--- src/rtl/simon_data_out_if.sv ---
// Purpose: bundles the core-side block handshake and host-side packet handshake of simon_data_out.
// Ports:   master = producer/sender view (drives newBlock, blockOUT, infoIN, loadPkt);
//          slave  = packetiser view (drives loadBlock, newPkt, out, errPkt).
interface simon_data_out_if #(
    parameter int N = 16
);
    logic                  newBlock;
    logic [1:0][N-1:0]     blockOUT;
    logic [7:0]            infoIN;
    logic                  loadBlock;
    logic                  loadPkt;
    logic                  newPkt;
    logic [N/2+1:0][7:0]   out;
    logic                  errPkt;

    modport master (
        output newBlock, blockOUT, infoIN, loadPkt,
        input  loadBlock, newPkt, out, errPkt
    );

    modport slave (
        input  newBlock, blockOUT, infoIN, loadPkt,
        output loadBlock, newPkt, out, errPkt
    );
endinterface

--- src/rtl/simon_data_out.sv ---
// Purpose: packs one (single) or two (paired) cipher result blocks into an output packet
//          laid out as 4 data words, count byte, info byte; errPkt flags dropped key blocks.
// Latency/backpressure: block captured at edge t -> loadBlock and (if packet complete) newPkt
//          high after edge t; one packet buffered, blocks are not acked while newPkt is high.
// Ports:   clk, R (sync active-high reset), bus (slave modport of simon_data_out_if).
module simon_data_out #(
    parameter int N    = 16,
    parameter int MODE = 0
) (
    input  logic           clk,
    input  logic           R,
    simon_data_out_if.slave bus
);

    localparam logic [3:0] MODE_C = MODE[3:0];

    typedef enum logic [1:0] {
        IDLE = 2'd0,
        HALF = 2'd1,
        SEND = 2'd2
    } state_e;

    state_e              state_q;
    logic [3:0][N-1:0]   words_q;
    logic [7:0]          cnt_q;
    logic [7:0]          cnt_byte_q;
    logic [7:0]          info_byte_q;
    logic                load_block_q;
    logic                new_pkt_q;
    logic                err_pkt_q;

    logic                capture_d;
    logic                is_key_d;
    logic [7:0]          info_byte_d;
    logic                unused_info;

    // The loadBlock_q guard stops a second capture of the same block during
    // the cycle in which the producer is still dropping newBlock.
    assign capture_d   = bus.newBlock && !load_block_q && (state_q != SEND);
    assign is_key_d    = bus.infoIN[5];
    assign info_byte_d = {bus.infoIN[7:5], 1'b1, MODE_C};
    assign unused_info = ^bus.infoIN[4:0];

    always_ff @(posedge clk) begin
        if (R) begin
            state_q      <= IDLE;
            words_q      <= '0;
            cnt_q        <= '0;
            cnt_byte_q   <= '0;
            info_byte_q  <= '0;
            load_block_q <= 1'b0;
            new_pkt_q    <= 1'b0;
            err_pkt_q    <= 1'b0;
        end else begin
            // Every capture is acked, including dropped key blocks.
            load_block_q <= capture_d;
            err_pkt_q    <= capture_d && is_key_d;

            case (state_q)
                IDLE: begin
                    if (capture_d && !is_key_d) begin
                        info_byte_q <= info_byte_d;
                        if (bus.infoIN[7]) begin
                            words_q[0] <= bus.blockOUT[0];
                            words_q[1] <= bus.blockOUT[1];
                            state_q    <= HALF;
                        end else begin
                            words_q[0] <= '0;
                            words_q[1] <= '0;
                            words_q[2] <= bus.blockOUT[0];
                            words_q[3] <= bus.blockOUT[1];
                            cnt_byte_q <= cnt_q;
                            new_pkt_q  <= 1'b1;
                            state_q    <= SEND;
                        end
                    end
                end
                HALF: begin
                    // Second block's info byte is ignored; the first block's is kept.
                    if (capture_d && !is_key_d) begin
                        words_q[2] <= bus.blockOUT[0];
                        words_q[3] <= bus.blockOUT[1];
                        cnt_byte_q <= cnt_q;
                        new_pkt_q  <= 1'b1;
                        state_q    <= SEND;
                    end
                end
                SEND: begin
                    if (bus.loadPkt) begin
                        new_pkt_q <= 1'b0;
                        cnt_q     <= cnt_q + 8'd1;
                        state_q   <= IDLE;
                    end
                end
                default: state_q <= IDLE;
            endcase
        end
    end

    assign bus.loadBlock = load_block_q;
    assign bus.newPkt    = new_pkt_q;
    assign bus.errPkt    = err_pkt_q;
    // Byte order low to high: word0..word3 (little-endian), count, info.
    assign bus.out       = {info_byte_q, cnt_byte_q, words_q};

endmodule

--- src/flat_wrapper.sv ---
// flat-port wrapper written by rule: the top's interface ports become plain ports
module simon_data_out_flat 
#(
    parameter int N    = 16,
    parameter int MODE = 0
)
  (clk, R, bus_newBlock, bus_blockOUT, bus_infoIN, bus_loadPkt, bus_loadBlock, bus_newPkt, bus_out, bus_errPkt);
  simon_data_out_if #(.N(N)) bus_i ();
  input  logic clk;
  input  logic R;
  input wire logic [$bits(bus_i.newBlock)-1:0] bus_newBlock;
  input wire logic [$bits(bus_i.blockOUT)-1:0] bus_blockOUT;
  input wire logic [$bits(bus_i.infoIN)-1:0] bus_infoIN;
  input wire logic [$bits(bus_i.loadPkt)-1:0] bus_loadPkt;
  output wire logic [$bits(bus_i.loadBlock)-1:0] bus_loadBlock;
  output wire logic [$bits(bus_i.newPkt)-1:0] bus_newPkt;
  output wire logic [$bits(bus_i.out)-1:0] bus_out;
  output wire logic [$bits(bus_i.errPkt)-1:0] bus_errPkt;
  assign bus_i.newBlock = bus_newBlock;
  assign bus_i.blockOUT = bus_blockOUT;
  assign bus_i.infoIN = bus_infoIN;
  assign bus_i.loadPkt = bus_loadPkt;
  assign bus_loadBlock = bus_i.loadBlock;
  assign bus_newPkt = bus_i.newPkt;
  assign bus_out = bus_i.out;
  assign bus_errPkt = bus_i.errPkt;
  simon_data_out #(.N(N), .MODE(MODE)) u_core (.clk(clk), .R(R), .bus(bus_i));
endmodule
--- config.mk ---
export PLATFORM = sky130hd
export DESIGN_NAME = simon_data_out_flat
export DESIGN_NICKNAME = d
export VERILOG_FILES = /design/src/rtl/simon_data_out_if.sv /design/src/rtl/simon_data_out.sv /design/src/flat_wrapper.sv
export SDC_FILE = /design/constraint.sdc
export NUM_CORES = 1
export LEC_CHECK = 0
export ABC_CLOCK_PERIOD_IN_PS = 1250
export CAP_MARGIN = 10
export CORE_ASPECT_RATIO = 1.75
export CORE_MARGIN = 2
export CORE_UTILIZATION = 40
export DETAILED_ROUTE_END_ITERATION = 7
export GPL_TIMING_DRIVEN = 1
export HOLD_SLACK_MARGIN = 0.1
export PLACE_DENSITY = 0.76
export SYNTH_ARGS = -nofsm -noshare
export SYNTH_HDL_FRONTEND = slang
export SYNTH_SLANG_ARGS = --single-unit
--- constraint.sdc ---
create_clock -name clk -period 1.25 [get_ports clk]
set_input_delay 0.25 -clock clk [delete_from_list [all_inputs] [get_ports clk]]
set_output_delay 0.25 -clock clk [all_outputs]
set_load 0.02 [all_outputs]
[After elaboration in Yosys (flattened, before gate mapping)]
Index checks and enable logic that the tools add are counted.
Word-level totals
  bits in registers: 89
  input bits: 44
Operators by class
  add/sub/neg operators: 1
  equality and inequality tests: 7
  multiplexer cells: 19
  reduce and logical (&&, ||, !) cells: 14
Operators by type and width (number)
  $mux 32: 3
  $mux 64: 1
  $pmux 32 s2: 1
  $mux 8: 3
  $pmux 8 s2: 1
  $add 8x1->8 const B: 1
  $mux 2: 4
  $ne 2x2->1 const B: 3
  $pmux 2 s3: 1
  $reduce_and 5->1: 1
  $logic_and 1x1->1: 4
  $mux 1: 4
  $ne 2x1->1 const B: 2
  $reduce_and 2->1: 2
  $reduce_and 4->1: 1
  $pmux 1 s3: 1
  $reduce_and 3->1: 1
  $reduce_bool 3->1: 1
  $eq 2x1->1 const B: 1
  $eq 2x2->1 const B: 1
  $logic_not 1->1: 2
  $logic_not 2->1: 1
  $reduce_bool 2->1: 1

[Depth between registers and ports, before layout]
Gate-level depths: netlist of the first run.
  depth in word-level cells: 6
  depth in mapped cells: 5
  mapped depth without buffers: 4

[Worst setup path before layout of the first run]
No wires, ideal clock.
  path kind: reg2reg
  start point: reg u_core.load_block_q (netlist: u_core.bus.loadBlock)
  end point: reg u_core.words_q (netlist bit u_core.bus.out[28])
  setup time: 132 ps
  arrival: 1306 ps
  setup slack: -188 ps
  cell stages (with the launch flop): 6
  path buffers: 2
  cell sequence: dfxtp_1 -> or3b_1 -> clkbuf_1 -> clkbuf_1 -> o21ai_1 -> a21oi_1
On the way
  word-level cells in the longest chain between the ends: 5
RTL lines
  from (decl): line simon_data_out.sv:28  | logic load_block_q;
  from (signal assigned): line simon_data_out.sv:56  | load_block_q <= capture_d;
  $logic_not 1->1: line simon_data_out.sv:39  | assign capture_d = bus.newBlock && !load_block_q && (state_q != SEND);
  $logic_and 1x1->1 (2 in series): line simon_data_out.sv:39
  $logic_and 1x1->1: line simon_data_out.sv:61  | if (capture_d && !is_key_d) begin
  $reduce_and 2->1 (no line)
  to (decl): line simon_data_out.sv:24  | logic [3:0][N-1:0] words_q;
No other way between the ends.
A chain may end at the register's enable or synchronous reset.

[Final worst setup path of the first run]
  start point: reg u_core.state_q[1]
  end point: reg u_core.words_q (netlist bit u_core.bus.out[63])
On the way
  word-level cells in the longest chain between the ends: 5
  elaborated cells on any way between the ends: 11
  classes of those cells: 5 x eq/ne; 1 x mux; 5 x reduce/logical
RTL lines
  from (decl): line simon_data_out.sv:23  | state_e state_q;
  from (signal assigned): line simon_data_out.sv:46  | state_q <= IDLE;
  from (signal assigned): line simon_data_out.sv:66  | state_q <= HALF;
  from (signal assigned): line simon_data_out.sv:74  | state_q <= SEND;
  $ne 2x2->1: line simon_data_out.sv:39
  $logic_and 1x1->1: line simon_data_out.sv:39
  $logic_and 1x1->1: line simon_data_out.sv:61, simon_data_out.sv:80
  $ne 2x1->1 (no line)
  $reduce_and 4->1 (no line)
Several ways; a longest one is shown, not always the timed one.

==> results.json, run 1 <==
{
  "status": "finished, violations left",
  "violations": "negative setup slack",
  "clockRootBuffer": "clkbuf_16",
  "yosys_register_bits": 89,
  "rsz0062_at_grt": "true",
  "synthArstFlopShare_pct": 0,
  "comb_power_share_pct": 16.7,
  "crit_buf_inv": 1,
  "worst_hold_slack_ns": 0.252,
  "vias_per_cell": 5.67,
  "period_needed_ns": 1.48,
  "switching_share_pct": 25.6,
  "hold_buffers": 0,
  "final_area_um2": 5550,
  "dieHeight_um": 127,
  "layout-drive-gt1-share_pct": 34.2,
  "overflow": 0,
  "die_area_um2": 9460,
  "synth_top_cell_by_area": "dfxtp_1",
  "crit_path_start_kind": "flop",
  "stdcell_count": 671,
  "cp-end-kind": "flop",
  "track_usage_pct": 23.8,
  "grt_pass1_wl_um": 17300,
  "die_w_um": 74.4,
  "grt_antenna_before_repair": 1,
  "cts_tree": "done",
  "core_area_um2": 8560,
  "setup_slack_ns": -0.227,
  "critPathMaxFanout": 24,
  "p_clk_share_pct": 39.0,
  "cap_violations": 0,
  "power.switching_mw": 1.71,
  "setup_viol": 81,
  "ys.flop_type": "dfxtp_1",
  "start_util_pct": 40.5,
  "synth_area_leaders": "dfxtp_1 51%, a21oi_1 12%, o21ai_1 11%, nand3_1 9.1%, clkbuf_1 2.9%",
  "seq_area_frac_synth_pct": 51.4,
  "synthCells": 411,
  "grt_max_degree": 53,
  "power_density_nw_per_um2": 1210,
  "place_area_um2": 5000,
  "first_pass_iters": 4,
  "cpPeakStageDelay_ns": 0.56,
  "p_int_mw": 4.98,
  "clock_sinks": 89,
  "wl_per_cell_um": 18.0,
  "ir_worst_vdd_mv": 0.848,
  "h-tree-depth": 3,
  "drc_errors": 0,
  "finalCritPeriodShare_pct": 118,
  "clk-insertion-delay-late_ns": 0.34,
  "io_pins": 127,
  "max_freq_ghz": 0.677,
  "tns_ns": -12.52,
  "first_iter_violations": 339,
  "nets": 594,
  "slowest_stage": "or4b_4",
  "grt_pass1_vias": 3489,
  "final_max_slew_viol_count": 0,
  "io_buffers": 117,
  "cts_made_buffers": 9,
  "critPathRequiredTime_ns": 1.47,
  "p_leak_nw": 2.06,
  "synth_most_common_cell": "dfxtp_1",
  "syn_to_final_growth_pct": 60.1,
  "avgSynthCellArea_um2": 8.44,
  "path_clk_slew_ns": 0.06,
  "synth_common_cells": "89 x dfxtp_1, 81 x a21oi_1, 74 x o21ai_1, 63 x nand3_1, 27 x clkbuf_1",
  "critPathKind": "flop to flop",
  "hold_viol_final": 0,
  "synth_edf_count": 0,
  "ys_types": 33,
  "gp_routability_congestion": 0.823,
  "skew_ns": 0.00575,
  "rows": 45,
  "path_cells": "or4b_4, buf_12, o21ai_1, a21oi_1",
  "cp.arrival_ns": 1.70,
  "routed_wl_um": 12100,
  "holdCritPathClass": "input pin to flop",
  "ant_nets": 0,
  "power_mw": 6.70,
  "synth_area_um2": 3470,
  "seqPwrFrac_pct": 44.3,
  "worst_path_dominant_cell_family": "simple AND/OR/NAND/NOR gates",
  "yosysWarnings": 0,
  "synth_top_area_share_pct": 51.4,
  "clockBufferDepth": 2,
  "via_count": 3803,
  "dp.cells": 637,
  "dp_hpwl_um": 7100
}
## power groups by stage
| stage | combinational, mW | sequential, mW | clock [mW] |
|---|---|---|---|
| after floorplan | 0.385 | 3.11 | 0 |
| after global placement | 0.941 | 3.02 | 0 |
| after detailed placement | 0.951 | 3.03 | 0 |
| after CTS | 1.02 | 2.96 | 2.64 |
| after global routing | 1.18 | 2.97 | 2.78 |
| final | 1.12 | 2.96 | 2.61 |
## worst paths after layout
path / cells past startpoint / to / slack, ns / from
setup reg to reg: 4 / u_core.bus.out[63]$_SDFFE_PP0P_ / -0.23 / u_core.state_q[1]$_SDFFE_PP0P_
hold reg to reg: 2 / u_core.info_byte_q[5]$_SDFFE_PP0P_ / 0.47 / u_core.info_byte_q[5]$_SDFFE_PP0P_
hold / removal: 2 / u_core.info_byte_q[4]$_SDFFE_PP0P_ / 0.25 / R
setup / recovery: 4 / u_core.bus.out[63]$_SDFFE_PP0P_ / -0.23 / u_core.state_q[1]$_SDFFE_PP0P_
## metrics by stage
stage / util (%) / setup WS, ns
floorplan: - / -0.0926
global placement: 58.4 / -0.573
detailed placement: 58.4 / -0.615
CTS: 65.2 / -0.244
global route: 64.8 / -0.265
finish: 64.8 / -0.227
## flip-flops by register name, indices dropped and copies added, names as in the netlist
register,cells
u_core.state_q,2
u_core.bus.newPkt,1
u_core.bus.out,64
u_core.bus.errPkt,1
u_core.bus.loadBlock,1
u_core.cnt_q,8
u_core.info_byte_q,4
u_core.cnt_byte_q,8
## cells in the final DEF, fill, tap and decap left out, types with 4 or more instances in the layout
cell type / synthesis / routed
nand3_1: 63 / 54
buf_4: 10 / 26
buf_2: 8 / 6
o21ai_1: 74 / 65
nand4_1: 13 / 13
clkdlybuf4s15_2: 0 / 16
o21ai_2: 0 / 11
clkdlybuf4s50_1: 0 / 34
dfxtp_4: 0 / 5
clkbuf_2: 0 / 48
buf_6: 0 / 12
nor2_1: 7 / 7
conb_1: 1 / 4
a21oi_2: 0 / 14
clkbuf_16: 0 / 13
buf_12: 0 / 11
clkdlybuf4s15_1: 0 / 10
nand3_2: 0 / 9
dfxtp_1: 89 / 83
a21oi_1: 81 / 67
## layout make-up
class | count | area [µm²]
Fill cell | 716 | 3010
Sequential cell | 89 | 1800
Multi-Input combinational cell | 276 | 1670
Timing Repair Buffer | 173 | 1640
Clock buffer | 13 | 282
Tap cell | 117 | 146
Clock inverter | 2 | 10.0
Antenna cell | 1 | 2.50
## logic make-up (layout without fill, tap and decap cells)
family / count (synthesis) / count (layout) / synth area share, %
AO/OA/AOI/OAI: 162 / 162 / 23.7
XOR/XNOR: 2 / 2 / 0.505
adder cells (fa/ha/maj): 1 / 1 / 0.361
buffers and inverters: 49 / 188 / 6.68
flip-flops: 89 / 89 / 51.4
multiplexers: 2 / 2 / 0.577
other: 1 / 5 / 0.108
AND/OR/NAND/NOR: 105 / 105 / 16.7
## what timing repair did
| item | in CTS | in global routing |
|---|---|---|
| gates cloned | 5 | 5 |
| setup endpoints to repair | 161 | 142 |
| pin swaps | 24 | 14 |
| setup buffers | 3 | 5 |
| resized for setup | 221 | 86 |
## routing by layer
layer | part of all wire [%] | global-route usage (%)
met1 | 37 | 27.6
met2 | 53 | 38.3
met3 | 4.9 | 5.05
met4 | 5.4 | 15.5
met5 | 0 | 0
Note: power is estimated with default switching activity, not from simulation.
==> run 2, diff against run 1 <==
--- a/config.mk
+++ b/config.mk
@@ -14,6 +14,7 @@
 export GPL_TIMING_DRIVEN = 1
 export HOLD_SLACK_MARGIN = 0.1
 export PLACE_DENSITY = 0.76
+export SKIP_CTS_REPAIR_TIMING = 1
 export SYNTH_ARGS = -nofsm -noshare
 export SYNTH_HDL_FRONTEND = slang
 export SYNTH_SLANG_ARGS = --single-unit
==> run 2 against run 1 <==
- the run still ends with negative setup slack left
- first-iteration DRC count rose by 32%
- highest routed layer unchanged
- sequential share of layout area fell by 4.0 points
- hold slack got worse by 0.027 ns
- via count rose by 3.5%
- critical endpoint is now u_core.bus.out[41]$_SDFFE_PP0P_
- count of clock-buffer cells in the layout did not move
==> results.json, run 2 (synthesis results as in run 1) <==
{
  "status": "finished, violations left",
  "violations": "negative setup slack",
  "power_density_nw_per_um2": 1100,
  "endpoint": "u_core.bus.out[41]$_SDFFE_PP0P_",
  "setup_viol": 82,
  "wl_per_cell_um": 20.8,
  "setup_slack_ns": -0.338,
  "nets": 599,
  "rows": 45,
  "r2r-end": "u_core.bus.out[41]$_SDFFE_PP0P_",
  "dp.cells": 637,
  "cp.arrival_ns": 1.81,
  "overflow": 0,
  "dp_hpwl_um": 7100,
  "die_area_um2": 9460,
  "path_clk_slew_ns": 0.06,
  "h-tree-depth": 3,
  "cts_made_buffers": 9,
  "io_pins": 127,
  "startpoint": "u_core.bus.loadBlock$_SDFF_PP0_",
  "first_pass_iters": 5,
  "clock_sinks": 89,
  "vias_per_cell": 5.81,
  "clockRootBuffer": "clkbuf_16",
  "cts_tree": "done",
  "layout-drive-gt1-share_pct": 30.6,
  "critPathRequiredTime_ns": 1.47,
  "holdCritPathClass": "input pin to flop",
  "crit_path_start_kind": "flop",
  "ant_nets": 0,
  "grt_max_degree": 53,
  "cap_violations": 0,
  "hold_viol_final": 0,
  "track_usage_pct": 22.1,
  "final_area_um2": 6310,
  "grt_pass1_wl_um": 16000,
  "rsz0062_at_grt": "true",
  "syn_to_final_growth_pct": 82.1,
  "routed_wl_um": 14100,
  "cp-end-kind": "flop",
  "stdcell_count": 677,
  "grt_pass1_vias": 3324,
  "fillCellCount": 571,
  "reg2regPathDepth": 4,
  "most-common-layout-cells": "83 x dfxtp_1, 80 x dlymetal6s2s_1, 60 x a21oi_1",
  "start_util_pct": 40.5,
  "clockBufferDepth": 2,
  "max_freq_ghz": 0.630,
  "skew_ns": 0.00631,
  "r2r-start": "u_core.bus.loadBlock$_SDFF_PP0_",
  "gp_routability_congestion": 0.823,
  "die_w_um": 74.4,
  "final_common_cell": "dfxtp_1",
  "first_iter_violations": 446,
  "dieHeight_um": 127,
  "final_max_slew_viol_count": 0,
  "finalCritPeriodShare_pct": 127,
  "core_area_um2": 8560,
  "largest_reg_flops": 64,
  "io_buffers": 117,
  "ir_worst_vdd_mv": 0.881,
  "period_needed_ns": 1.59,
  "place_area_um2": 5000,
  "reg2reg_slack_ns": -0.34,
  "grt_antenna_before_repair": 2,
  "critPathKind": "flop to flop",
  "critPathMaxFanout": 8,
  "power_mw": 6.92,
  "via_count": 3935,
  "p_leak_nw": 3.46,
  "clk-insertion-delay-late_ns": 0.34,
  "drc_errors": 0,
  "worst_hold_slack_ns": 0.224
}
==> run 2: cell types whose count changed in the layout (fill, tap and decap cells not counted), moves of 4 or more <==
cell             before  now
a21oi_1              67   60
a21oi_2              14   21
buf_2                 6    2
clkbuf_16            13   20
clkbuf_2             48    1
clkdlybuf4s15_1      10    0
clkdlybuf4s15_2      16    0
dlymetal6s2s_1        0   80
nand3_1              54   41
nand3_2               9   17
nand3_4               0    5
o21ai_1              65   42
o21ai_2              11   32
==> run 2: worst min path at each step <==
stage	startpoint	to	slack [ns]	cells past startpoint
6_report	R	u_core.bus.out[26]$_SDFFE_PP0P_	0.22	2
5_1_grt	R	u_core.bus.out[26]$_SDFFE_PP0P_	0.24	2
4_1_cts	R	u_core.bus.out[56]$_SDFFE_PP0P_	0.22	2
3_5_place_dp	u_core.info_byte_q[5]$_SDFFE_PP0P_	u_core.info_byte_q[5]$_SDFFE_PP0P_	0.46	2
3_3_place_gp	u_core.info_byte_q[5]$_SDFFE_PP0P_	u_core.info_byte_q[5]$_SDFFE_PP0P_	0.45	2
2_1_floorplan	bus_infoIN[5]	u_core.bus.errPkt$_SDFF_PP0_	0.37	1
==> run 2: per-layer routing <==
metal | wire [µm] | part of all wire, % | vias up | track usage, %
li1 | - | - | 1780 | -
met1 | 4980 | 35 | 1896 | 25.5
met2 | 7610 | 54 | 196 | 34.8
met3 | 643 | 4.6 | 63 | 5.52
met4 | 865 | 6.1 | 0 | 15.3
met5 | 0 | 0 | - | 0
==> run 2: metrics by stage <==
stage	TNS [ns]	setup WS, ns	util [%]
global placement	-44.34	-0.573	58.4
global route	-23.48	-0.392	73.8
detailed placement	-47.33	-0.615	58.4
finish	-19.57	-0.338	73.8
CTS	-40.58	-0.455	61.8
floorplan	-6.13	-0.0926	-
==> run 2: cell type report <==
cell class	count	area [µm²]	share of cell area [%]
Sequential cell	89	1800	28.5
Antenna cell	2	5.00	0.0793
Multi-Input combinational cell	276	1880	29.8
Timing Repair Buffer	178	2190	34.7
Clock inverter	2	10.0	0.159
Tap cell	117	146	2.32
Clock buffer	13	282	4.46
==> run 2: power breakdown <==
part	internal [mW]	leakage (nW)	switching, mW	total [mW]
clock network	1.56	0.147	1.09	2.65
logic	0.600	2.59	0.703	1.30
registers	2.91	0.725	0.0571	2.97
total	5.07	3.46	1.85	6.92
==> run 2: critical path: stages (launching register included) <==
cell and delay [ns]:
dfxtp_4 0.36, or4b_4 0.66, clkbuf_16 0.22, o21ai_2 0.13
a21oi_1 0.10
